==> src/rtl/pixel_plot_buffer.sv <==
// First-word-fall-through pixel FIFO between the Mandelbrot generator and the VGA adapter.
// Rejects out-of-range coordinates, flags lost pixels and pulses frame_done once per drained frame.
module pixel_plot_buffer #(
    parameter int DEPTH        = 8,
    parameter int XMAX         = 320,
    parameter int YMAX         = 240,
    parameter int FRAME_PIXELS = 76800
) (
    input  logic                     clk,
    input  logic                     rst,
    input  logic                     clear,
    input  logic [8:0]               in_x,
    input  logic [7:0]               in_y,
    input  logic [2:0]               in_colour,
    input  logic                     in_plot,
    output logic                     in_ready,
    output logic [8:0]               out_x,
    output logic [7:0]               out_y,
    output logic [2:0]               out_colour,
    output logic                     out_valid,
    input  logic                     out_ready,
    output logic [$clog2(DEPTH):0]   level,
    output logic                     frame_done,
    output logic                     overflow,
    output logic                     range_err
);

    localparam int              AW    = $clog2(DEPTH);
    localparam int              LW    = AW + 1;
    localparam logic [LW-1:0]   FULL  = LW'(DEPTH);
    localparam logic [9:0]      X_LIM = 10'(XMAX);
    localparam logic [8:0]      Y_LIM = 9'(YMAX);
    localparam logic [16:0]     LAST  = 17'(FRAME_PIXELS - 1);

    logic [19:0]   mem [DEPTH];
    logic [AW-1:0] wr_ptr;
    logic [AW-1:0] rd_ptr;
    logic [16:0]   pix_cnt;
    logic          in_range;
    logic          push;
    logic          pop;

    assign in_ready  = (level != FULL);
    assign out_valid = (level != '0);
    assign in_range  = ({1'b0, in_x} < X_LIM) && ({1'b0, in_y} < Y_LIM);
    assign push      = in_plot && in_ready && in_range && !clear;
    assign pop       = out_valid && out_ready && !clear;

    // Head is presented straight from storage so a pixel shows up right after its push edge.
    assign {out_x, out_y, out_colour} = out_valid ? mem[rd_ptr] : 20'd0;

    // Storage has no reset; level and pointers alone decide what is valid.
    always_ff @(posedge clk) begin
        if (push) begin
            mem[wr_ptr] <= {in_x, in_y, in_colour};
        end
    end

    always_ff @(posedge clk or posedge rst) begin
        if (rst) begin
            wr_ptr     <= '0;
            rd_ptr     <= '0;
            level      <= '0;
            pix_cnt    <= '0;
            frame_done <= 1'b0;
            overflow   <= 1'b0;
            range_err  <= 1'b0;
        end else if (clear) begin
            wr_ptr     <= '0;
            rd_ptr     <= '0;
            level      <= '0;
            pix_cnt    <= '0;
            frame_done <= 1'b0;
            overflow   <= 1'b0;
            range_err  <= 1'b0;
        end else begin
            if (push) begin
                wr_ptr <= wr_ptr + AW'(1);
            end
            if (pop) begin
                rd_ptr <= rd_ptr + AW'(1);
            end
            case ({push, pop})
                2'b10:   level <= level + LW'(1);
                2'b01:   level <= level - LW'(1);
                default: level <= level;
            endcase

            frame_done <= 1'b0;
            if (pop) begin
                if (pix_cnt == LAST) begin
                    pix_cnt    <= '0;
                    frame_done <= 1'b1;
                end else begin
                    pix_cnt <= pix_cnt + 17'd1;
                end
            end

            if (in_plot && !in_ready) begin
                overflow <= 1'b1;
            end
            if (in_plot && !in_range) begin
                range_err <= 1'b1;
            end
        end
    end

endmodule

==> config.mk <==
export PLATFORM = sky130hd
export DESIGN_NAME = pixel_plot_buffer
export DESIGN_NICKNAME = d
export VERILOG_FILES = /design/src/rtl/pixel_plot_buffer.sv
export SDC_FILE = /design/constraint.sdc
export NUM_CORES = 1
export LEC_CHECK = 0
export CAP_MARGIN = 20
export CORE_MARGIN = 5
export CORE_UTILIZATION = 53
export CTS_CLUSTER_SIZE = 20
export DETAILED_ROUTE_END_ITERATION = 8
export PLACE_DENSITY = 0.77
export SYNTH_ARGS = -nofsm -noshare
export SYNTH_HDL_FRONTEND = slang
export SYNTH_SLANG_ARGS = --single-unit
==> constraint.sdc <==
create_clock -name clk -period 3.5 [get_ports clk]
set_input_delay 0.35 -clock clk [delete_from_list [all_inputs] [get_ports clk]]
set_output_delay 0.35 -clock clk [all_outputs]
set_load 0.02 [all_outputs]
Word level (Yosys, flattened, before mapping)
Memory sizes are Yosys's and may differ from the RTL's.
Index checks and enable logic that the tools add are counted.
{ "totals": {"regBits": 30, "output_inout_bits": 29, "memories": 1, "word_cells": 55, "input_bits": 25, "ram_bits": 160} }
{ "classes": {"n_lt_le_gt_ge": 2, "muxes": 19, "n_eq_ne": 4, "n_addsub": 5, "n_reduce_logical": 17} }
{ "memory_table": {"columns": ["memory", "words", "word_bits", "rd", "rd_ports_with_merged_regs", "wr", "line", "rtl"], "rows": [
  ["mem", 8, 20, 1, 0, 1, "35", "logic [19:0] mem [DEPTH];"]
]} }
{ "ops": {"columns": ["cell", "n"], "rows": [
  ["17-bit two-way mux", 3],
  ["20-bit two-way mux", 1],
  ["17-bit by 1-bit adder with 17-bit output (second input constant)", 1],
  ["17-bit == test (second input constant)", 1],
  ["3-bit two-way mux", 4],
  ["9-bit less-than comparator (second input constant)", 1],
  ["1-bit two-way mux", 9],
  ["1-bit logical AND", 8],
  ["8-bit less-than comparator (second input constant)", 1],
  ["4-bit one-hot mux with 2 select lines", 1],
  ["2-bit nonzero test", 4],
  ["3-bit by 1-bit adder with 3-bit output (second input constant)", 2],
  ["4-bit by 1-bit adder with 4-bit output (second input constant)", 1],
  ["4-bit two-way mux", 1],
  ["4-bit != test (second input constant)", 1],
  ["4-bit nonzero test", 1],
  ["4-bit by 1-bit subtractor with 4-bit output (second input constant)", 1],
  ["1-bit zero test", 3],
  ["3-bit nonzero test", 1],
  ["2-bit by 1-bit == test with 1-bit output (second input constant)", 1],
  ["2-bit == test (second input constant)", 1]
]} }

Logic depth before layout (Yosys ltp)
Gate-level depths: netlist of the first run.
{ "depth": {"word_depth": 7, "depth_mapped": 12, "mapped_depth_nobuf": 9} }

Worst setup path after synthesis of the first run
OpenSTA, ideal clock, no wires.
{ "synth_path": {"path_kind": "register to register", "startpoint": "register level[0]", "endpoint": "memory mem[4][0] (enable)", "setup_time_ns": 0.455, "path_buffers": 1, "arrival_time_ns": 3.599, "path_stages_with_launch": 6, "t_required_ns": 3.045, "setup_slack_ns": -0.554, "period_less_slack_ns": 4.054, "cell_sequence": "dfrtp_1 > or4b_4 > and4_4 > buf_6 > or2b_1 > nor4b_1"} }
{ "synth_between": {"elab_chain_len": 6} }
{ "synth_rtl": {"columns": ["item", "line", "rtl"], "rows": [
  ["from (decl)", "22", "output logic [$clog2(DEPTH):0] level,"],
  ["from (signal assigned)", "84", "2'b10: level <= level + LW'(1);"],
  ["from (signal assigned)", "85", "2'b01: level <= level - LW'(1);"],
  ["from (signal assigned)", "86", "default: level <= level;"],
  ["4-bit != test", "43", "assign in_ready = (level != FULL);"],
  ["via in_ready", "16", "output logic in_ready,"],
  ["1-bit logical AND (3 in a row)", "46", "assign push = in_plot && in_ready && in_range && !clear;"],
  ["1-bit two-way mux", "54", "if (push) begin"],
  ["1-bit two-way mux (not written as such)", "55", "mem[wr_ptr] <= {in_x, in_y, in_colour};"],
  ["to (decl)", "35", null]
]} }
The timed path passes the listed nets, and every way through them passes these cells.

Final worst setup path of the first run
{ "layout_path": {"startpoint": "register rd_ptr[0]", "endpoint": "output port out_y[6]"} }
{ "layout_between": {"elab_chain_len": 2} }
{ "layout_rtl": {"columns": ["item", "line", "rtl"], "rows": [
  ["from (decl)", "37", "logic [AW-1:0] rd_ptr;"],
  ["from (signal assigned)", "81", "rd_ptr <= rd_ptr + AW'(1);"],
  ["memory 8 x 20 bit", null, null],
  ["20-bit two-way mux", "50", "assign {out_x, out_y, out_colour} = out_valid ? mem[rd_ptr] : 20'd0;"],
  ["to (decl)", "18", "output logic [7:0] out_y,"]
]} }
No other way between the ends.

==> results.json, run 1 <==
{
  "die_y_um": 131,
  "h-tree-depth": 4,
  "cts_setup_buffers": 0,
  "initial_core_util": 0.540,
  "layout.cells.most_common": "edfxtp_1",
  "path_class": "reg2out",
  "initialDrtViolationCount": 384,
  "dr.pass1.iters": 4,
  "area.growth.synth_to_final_pct": 18.3,
  "track_usage": 0.184,
  "cts-root-buf": "clkbuf_16",
  "die_area_um2": 17300,
  "place.gp.congestion": 0.823,
  "path_clk_slew_ns": 0.06,
  "vias_per_cell": 5.89,
  "cts_buffer_depth": 2,
  "avgSynthCellArea_um2": 17.1,
  "synth_edf_count": 160,
  "worstPathCellList": "buf_4 > mux4_2 > mux2i_1 > nor2_1 > clkdlybuf4s50_1",
  "final_cell_mix": "160 x edfxtp_1, 53 x clkdlybuf4s50_1, 41 x nor2_1",
  "cap_violations": 0,
  "rows": 44,
  "async_reset_ff_frac": 0.158,
  "wl_per_cell_um": 20.8,
  "cts_hold_buf": 0,
  "grt_max_degree": 25,
  "worst_slew_pin_slew_ns": 1.06,
  "synthFlopType": "edfxtp_1",
  "die_x_um": 131,
  "cpMaxStageDelayCell": "mux4_2",
  "crit_fanout": 24,
  "outcome": "finished clean",
  "antennaDiodeCount": 0,
  "max_stage_delay_ns": 0.59,
  "slew_headroom": 0.292,
  "grt_overflow_total": 0,
  "r2r_slack_ns": 0.91,
  "rr_worst_depth": 9,
  "min_path_type": "in2async",
  "r2r_start": "level[0]$_DFFE_PP0P_",
  "vdd_drop_max_mv": 0.580,
  "ys_ff_latch": 190,
  "seq_area_frac_synth": 0.711,
  "crit_arrival_ns": 2.63,
  "syn_area_um2": 7820,
  "core_area_um2": 14500,
  "worst_setup_path_start_kind": "flip-flop",
  "fmax_mhz": 336,
  "cts_buffers": 17,
  "timing.rr.end": "level[2]$_DFFE_PP0P_",
  "required_ns": 3.15,
  "synth.net_count": 487,
  "final_nets": 551,
  "antenna_left": 0,
  "syn_inst": 457,
  "drc": 0,
  "powerDensity_nw_per_um2": 667,
  "p_total_mw": 6.17,
  "p_leak_nw": 3.01,
  "setup_violations": 0,
  "ys_warn_count": 0,
  "cts.sinks": 190,
  "whs_ns": 0.335,
  "antenna_found_initial": 0,
  "end_kind": "output pin",
  "drive_gt1_frac": 0.189,
  "skew_ns": 0.00498,
  "hpwlAfterDp_mm": 9.27,
  "port-buffer-count": 53,
  "ys_types": 46,
  "tns_ns": 0,
  "startpoint": "rd_ptr[0]$_DFFE_PP0P_",
  "fin_crit_sh": 0.851,
  "cts_tree": "built",
  "period_needed_ns": 2.98,
  "clk_latency_ns": 0.42,
  "pin_count": 54,
  "ctsResizeCount": 0,
  "wl_mm": 14.9,
  "grt_setup_unrepaired": "no",
  "drv_slew": 0,
  "grt_pass1_wl_mm": 24.6,
  "first_global_vias": 4433,
  "finalHoldViolCount": 0,
  "vias": 4226
}
-- report_power, final --
group | internal (mW) | switching (mW)
combinational | 0.830 | 0.930
clock | 1.04 | 0.780
sequential | 2.52 | 0.0658
total | 4.39 | 1.78
-- logic make-up (layout without fill, tap and decap cells) --
family,after synthesis,count (layout),share of synthesized area
fa+ha+maj,5,5,0.00800
compound gates,32,32,0.0275
mux,62,62,0.143
flops,190,190,0.711
buf+inv,33,110,0.0192
xor+xnor,10,10,0.0112
simple gates,125,125,0.0800
-- worst max-delay path by stage --
stage,to,slack (ns)
after global placement,mem[4][5]$_DFFE_PP_,0.54
after detailed placement,mem[4][0]$_DFFE_PP_,0.44
final,out_y[6],0.52
after CTS,out_y[6],0.44
after global routing,out_y[7],0.31
after floorplan,mem[4][0]$_DFFE_PP_,0.41
-- Yosys cell counts (2+ instances only) --
library cell	instances	share of area
nor4b_1	5	0.0056
nor4_1	4	0.0032
nand4_1	6	0.0048
buf_6	2	0.0029
mux4_2	40	0.12
dfrtp_1	30	0.096
a22o_1	2	0.0022
mux2i_1	22	0.028
xor2_1	5	0.0056
nand2_1	29	0.014
clkbuf_1	10	0.0048
nand2b_1	4	0.0032
inv_1	7	0.0034
ha_1	5	0.0080
nor3_1	9	0.0058
buf_2	8	0.0051
a31oi_1	4	0.0032
edfxtp_1	160	0.61
nand3_1	13	0.0083
xnor2_1	5	0.0056
o21ai_0	9	0.0058
nor2_1	43	0.021
buf_1	5	0.0024
or2b_1	2	0.0019
o311ai_0	3	0.0034
a21oi_1	5	0.0032
-- critical path: cells and delay by family (launching register included) --
family                 cells  cell delay (ns)
buffers and inverters      2             0.96
DFF                        1             0.36
muxes                      2             0.81
and+or+nand+nor            1             0.07
-- state kept, by name (all words and copies together), names as in the netlist --
register,flops
level,4
frame_done,1
overflow,1
range_err,1
pix_cnt,17
rd_ptr,3
mem,160
wr_ptr,3
-- per-stage QoR --
step / area, µm² / worst slack [ns] / cells / utilization
2_1_floorplan: 7860 / 0.414 / 457 / -
3_3_place_gp: 8690 / 0.538 / 686 / 0.600
3_5_place_dp: 8690 / 0.441 / 686 / 0.600
4_1_cts: 9250 / 0.440 / 718 / 0.639
5_1_grt: 9250 / 0.312 / 718 / 0.639
6_report: 9250 / 0.520 / 718 / 0.639
-- cell type report --
class / count / area, µm²
clock buffers: 19 / 433
clock inverters: 13 / 123
fillers: 1001 / 5230
inverters: 7 / 26.3
multi-input cells: 234 / 2210
flip-flops and latches: 190 / 5560
well taps: 184 / 230
repair buffers: 71 / 666
-- metal layers --
| metal | share of wire | wire length, µm | track usage | vias to the layer above |
|---|---|---|---|---|
| li1 | - | - | - | 1922 |
| met1 | 0.43 | 6390 | 0.251 | 2181 |
| met2 | 0.52 | 7750 | 0.295 | 109 |
| met3 | 0.044 | 651 | 0.0589 | 14 |
| met4 | 0.0089 | 133 | 0.0394 | 0 |
| met5 | 0 | 0 | 0 | - |
Note: power is estimated with default switching activity, not from simulation.
==> run 2: changes to the inputs <==
--- a/config.mk
+++ b/config.mk
@@ -7,10 +7,10 @@
 export LEC_CHECK = 0
 export CAP_MARGIN = 20
 export CORE_MARGIN = 5
-export CORE_UTILIZATION = 53
+export CORE_UTILIZATION = 54
 export CTS_CLUSTER_SIZE = 20
 export DETAILED_ROUTE_END_ITERATION = 8
-export PLACE_DENSITY = 0.77
+export PLACE_DENSITY = 0.75
 export SYNTH_ARGS = -nofsm -noshare
 export SYNTH_HDL_FRONTEND = slang
 export SYNTH_SLANG_ARGS = --single-unit
==> constraint.sdc (replaced) <==
create_clock -name clk -period 3.2 [get_ports clk]
set_input_delay 0.32 -clock clk [delete_from_list [all_inputs] [get_ports clk]]
set_output_delay 0.32 -clock clk [all_outputs]
set_load 0.02 [all_outputs]
==> results.json, run 2 (synthesis gave the netlist of run 1 again) <==
{
  "tns_ns": 0,
  "period_needed_ns": 2.97,
  "worst_slew_pin_slew_ns": 0.637,
  "dp_slack_ns": 0.302,
  "rows": 44,
  "powerDensity_nw_per_um2": 730,
  "track_usage": 0.191,
  "antennaDiodeCount": 0,
  "initialDrtViolationCount": 258,
  "fmax_mhz": 336,
  "final_cell_mix": "160 x edfxtp_1, 53 x clkdlybuf4s50_1, 41 x nor2_1",
  "place_area_um2": 8800,
  "grt_overflow_total": 0,
  "path_class": "reg2out",
  "die_x_um": 130,
  "cap_violations": 0,
  "outcome": "finished clean",
  "slew_headroom": 0.575,
  "ctsResizeCount": 0,
  "crit_arrival_ns": 2.65,
  "cts_hold_buf": 0,
  "fin_area_um2": 9390,
  "wirelength_met1_mm": 6.22,
  "initial_core_util": 0.544,
  "cts_setup_buffers": 0,
  "setup_violations": 0,
  "r2r_start": "level[1]$_DFFE_PP0P_",
  "cts.sinks": 190,
  "finalHoldViolCount": 0,
  "timing.rr.end": "level[3]$_DFFE_PP0P_",
  "vias_per_cell": 5.79,
  "pin_count": 54,
  "final_nets": 559,
  "largest_register_ffs": 160,
  "wl_per_cell_um": 20.5,
  "fin_crit_sh": 0.929,
  "rr_worst_depth": 8,
  "clock_power_share": 0.300,
  "grt_max_degree": 26,
  "p_leak_nw": 3.07,
  "dr.pass1.iters": 4,
  "cts_buffers": 17,
  "antenna_left": 0,
  "crit_fanout": 25,
  "drive_gt1_frac": 0.210,
  "port-buffer-count": 53,
  "worst_setup_path_start_kind": "flip-flop",
  "cts-root-buf": "clkbuf_16",
  "core_area_um2": 14400,
  "antenna_found_initial": 0,
  "top_regs": "mem: 160 flops, pix_cnt: 17 flops, level: 4 flops",
  "drv_slew": 0,
  "cts_tree": "built",
  "setup_slack_ns": 0.228,
  "place.gp.congestion": 0.817,
  "comb_power_share": 0.281,
  "p_sw_frac": 0.288,
  "first_global_vias": 4291,
  "vias": 4201,
  "r2r_slack_ns": 0.68,
  "wl_mm": 14.9,
  "vdd_drop_max_mv": 0.392,
  "die_area_um2": 17000,
  "h-tree-depth": 4,
  "p_int_mw": 4.88,
  "skew_ns": 0.00940,
  "path_clk_slew_ns": 0.07,
  "p_total_mw": 6.85,
  "regMostFlops": "mem",
  "drc": 0,
  "cts_buffer_depth": 2,
  "wl_met2_mm": 7.69,
  "area.growth.synth_to_final_pct": 20.1,
  "min_path_type": "in2async",
  "route.met3.wl_um": 670,
  "layout.cells.most_common": "edfxtp_1",
  "highest_layer": "met4",
  "required_ns": 2.88,
  "power_frac_seq": 0.419,
  "clk_latency_ns": 0.43,
  "p_sw_mw": 1.97,
  "die_y_um": 130,
  "grt_pass1_wl_mm": 23.8,
  "end_kind": "output pin",
  "hpwlAfterDp_mm": 9.30,
  "grt_setup_unrepaired": "no"
}
-- run 2: changes by cell type in the layout (fill, tap and decap cells not counted), sizes merged --
cell	before	now
clkinv	8	4
buf	18	26
clkinvlp	2	6
-- run 2: layout make-up --
class | instances | area (µm²)
clock buffer | 19 | 443
clock inverter | 13 | 141
fill | 970 | 4980
inverter | 7 | 26.3
multi-input combinational | 234 | 2210
sequential | 190 | 5560
tap | 184 | 230
timing repair buffer | 79 | 776
-- run 2: worst max-delay path, cell delays in order (launching register included) --
cell and delay [ns]:
dfrtp_2 0.58, buf_12 0.28, mux4_2 0.54, mux2i_1 0.21, nor2_1 0.07, clkdlybuf4s50_1 0.54
-- run 2: metrics by stage --
step	util	hold WS, ns	std cells
2_1_floorplan	-	0.411	457
3_3_place_gp	0.613	0.490	694
3_5_place_dp	0.613	0.494	694
4_1_cts	0.653	0.303	726
5_1_grt	0.653	0.345	726
6_report	0.653	0.281	726
-- run 2: power by group through the flow --
stage | registers, mW | clock network [mW] | logic (mW)
floorplan | 2.88 | 0 | 1.24
CTS | 2.87 | 2.09 | 1.97
global route | 2.89 | 2.19 | 2.08
detailed placement | 2.92 | 0 | 1.95
global placement | 2.92 | 0 | 1.94
finish | 2.87 | 2.06 | 1.92
-- run 2: how the worst max path moves through the flow --
stage | from | to | slack, ns
CTS | rd_ptr[0]$_DFFE_PP0P_ | out_y[7] | 0.16
detailed placement | in_x[6] | mem[4][14]$_DFFE_PP_ | 0.30
global route | rd_ptr[0]$_DFFE_PP0P_ | out_y[7] | 0.05
floorplan | level[0]$_DFFE_PP0P_ | mem[4][0]$_DFFE_PP_ | 0.11
global placement | in_x[6] | mem[4][14]$_DFFE_PP_ | 0.38
finish | rd_ptr[0]$_DFFE_PP0P_ | out_y[7] | 0.23
-- run 2: metal layers --
layer / vias to the layer above / global-route usage
li1: 1934 / -
met1: 2155 / 0.251
met2: 93 / 0.313
met3: 19 / 0.0438
met4: 0 / 0.0727
met5: - / 0
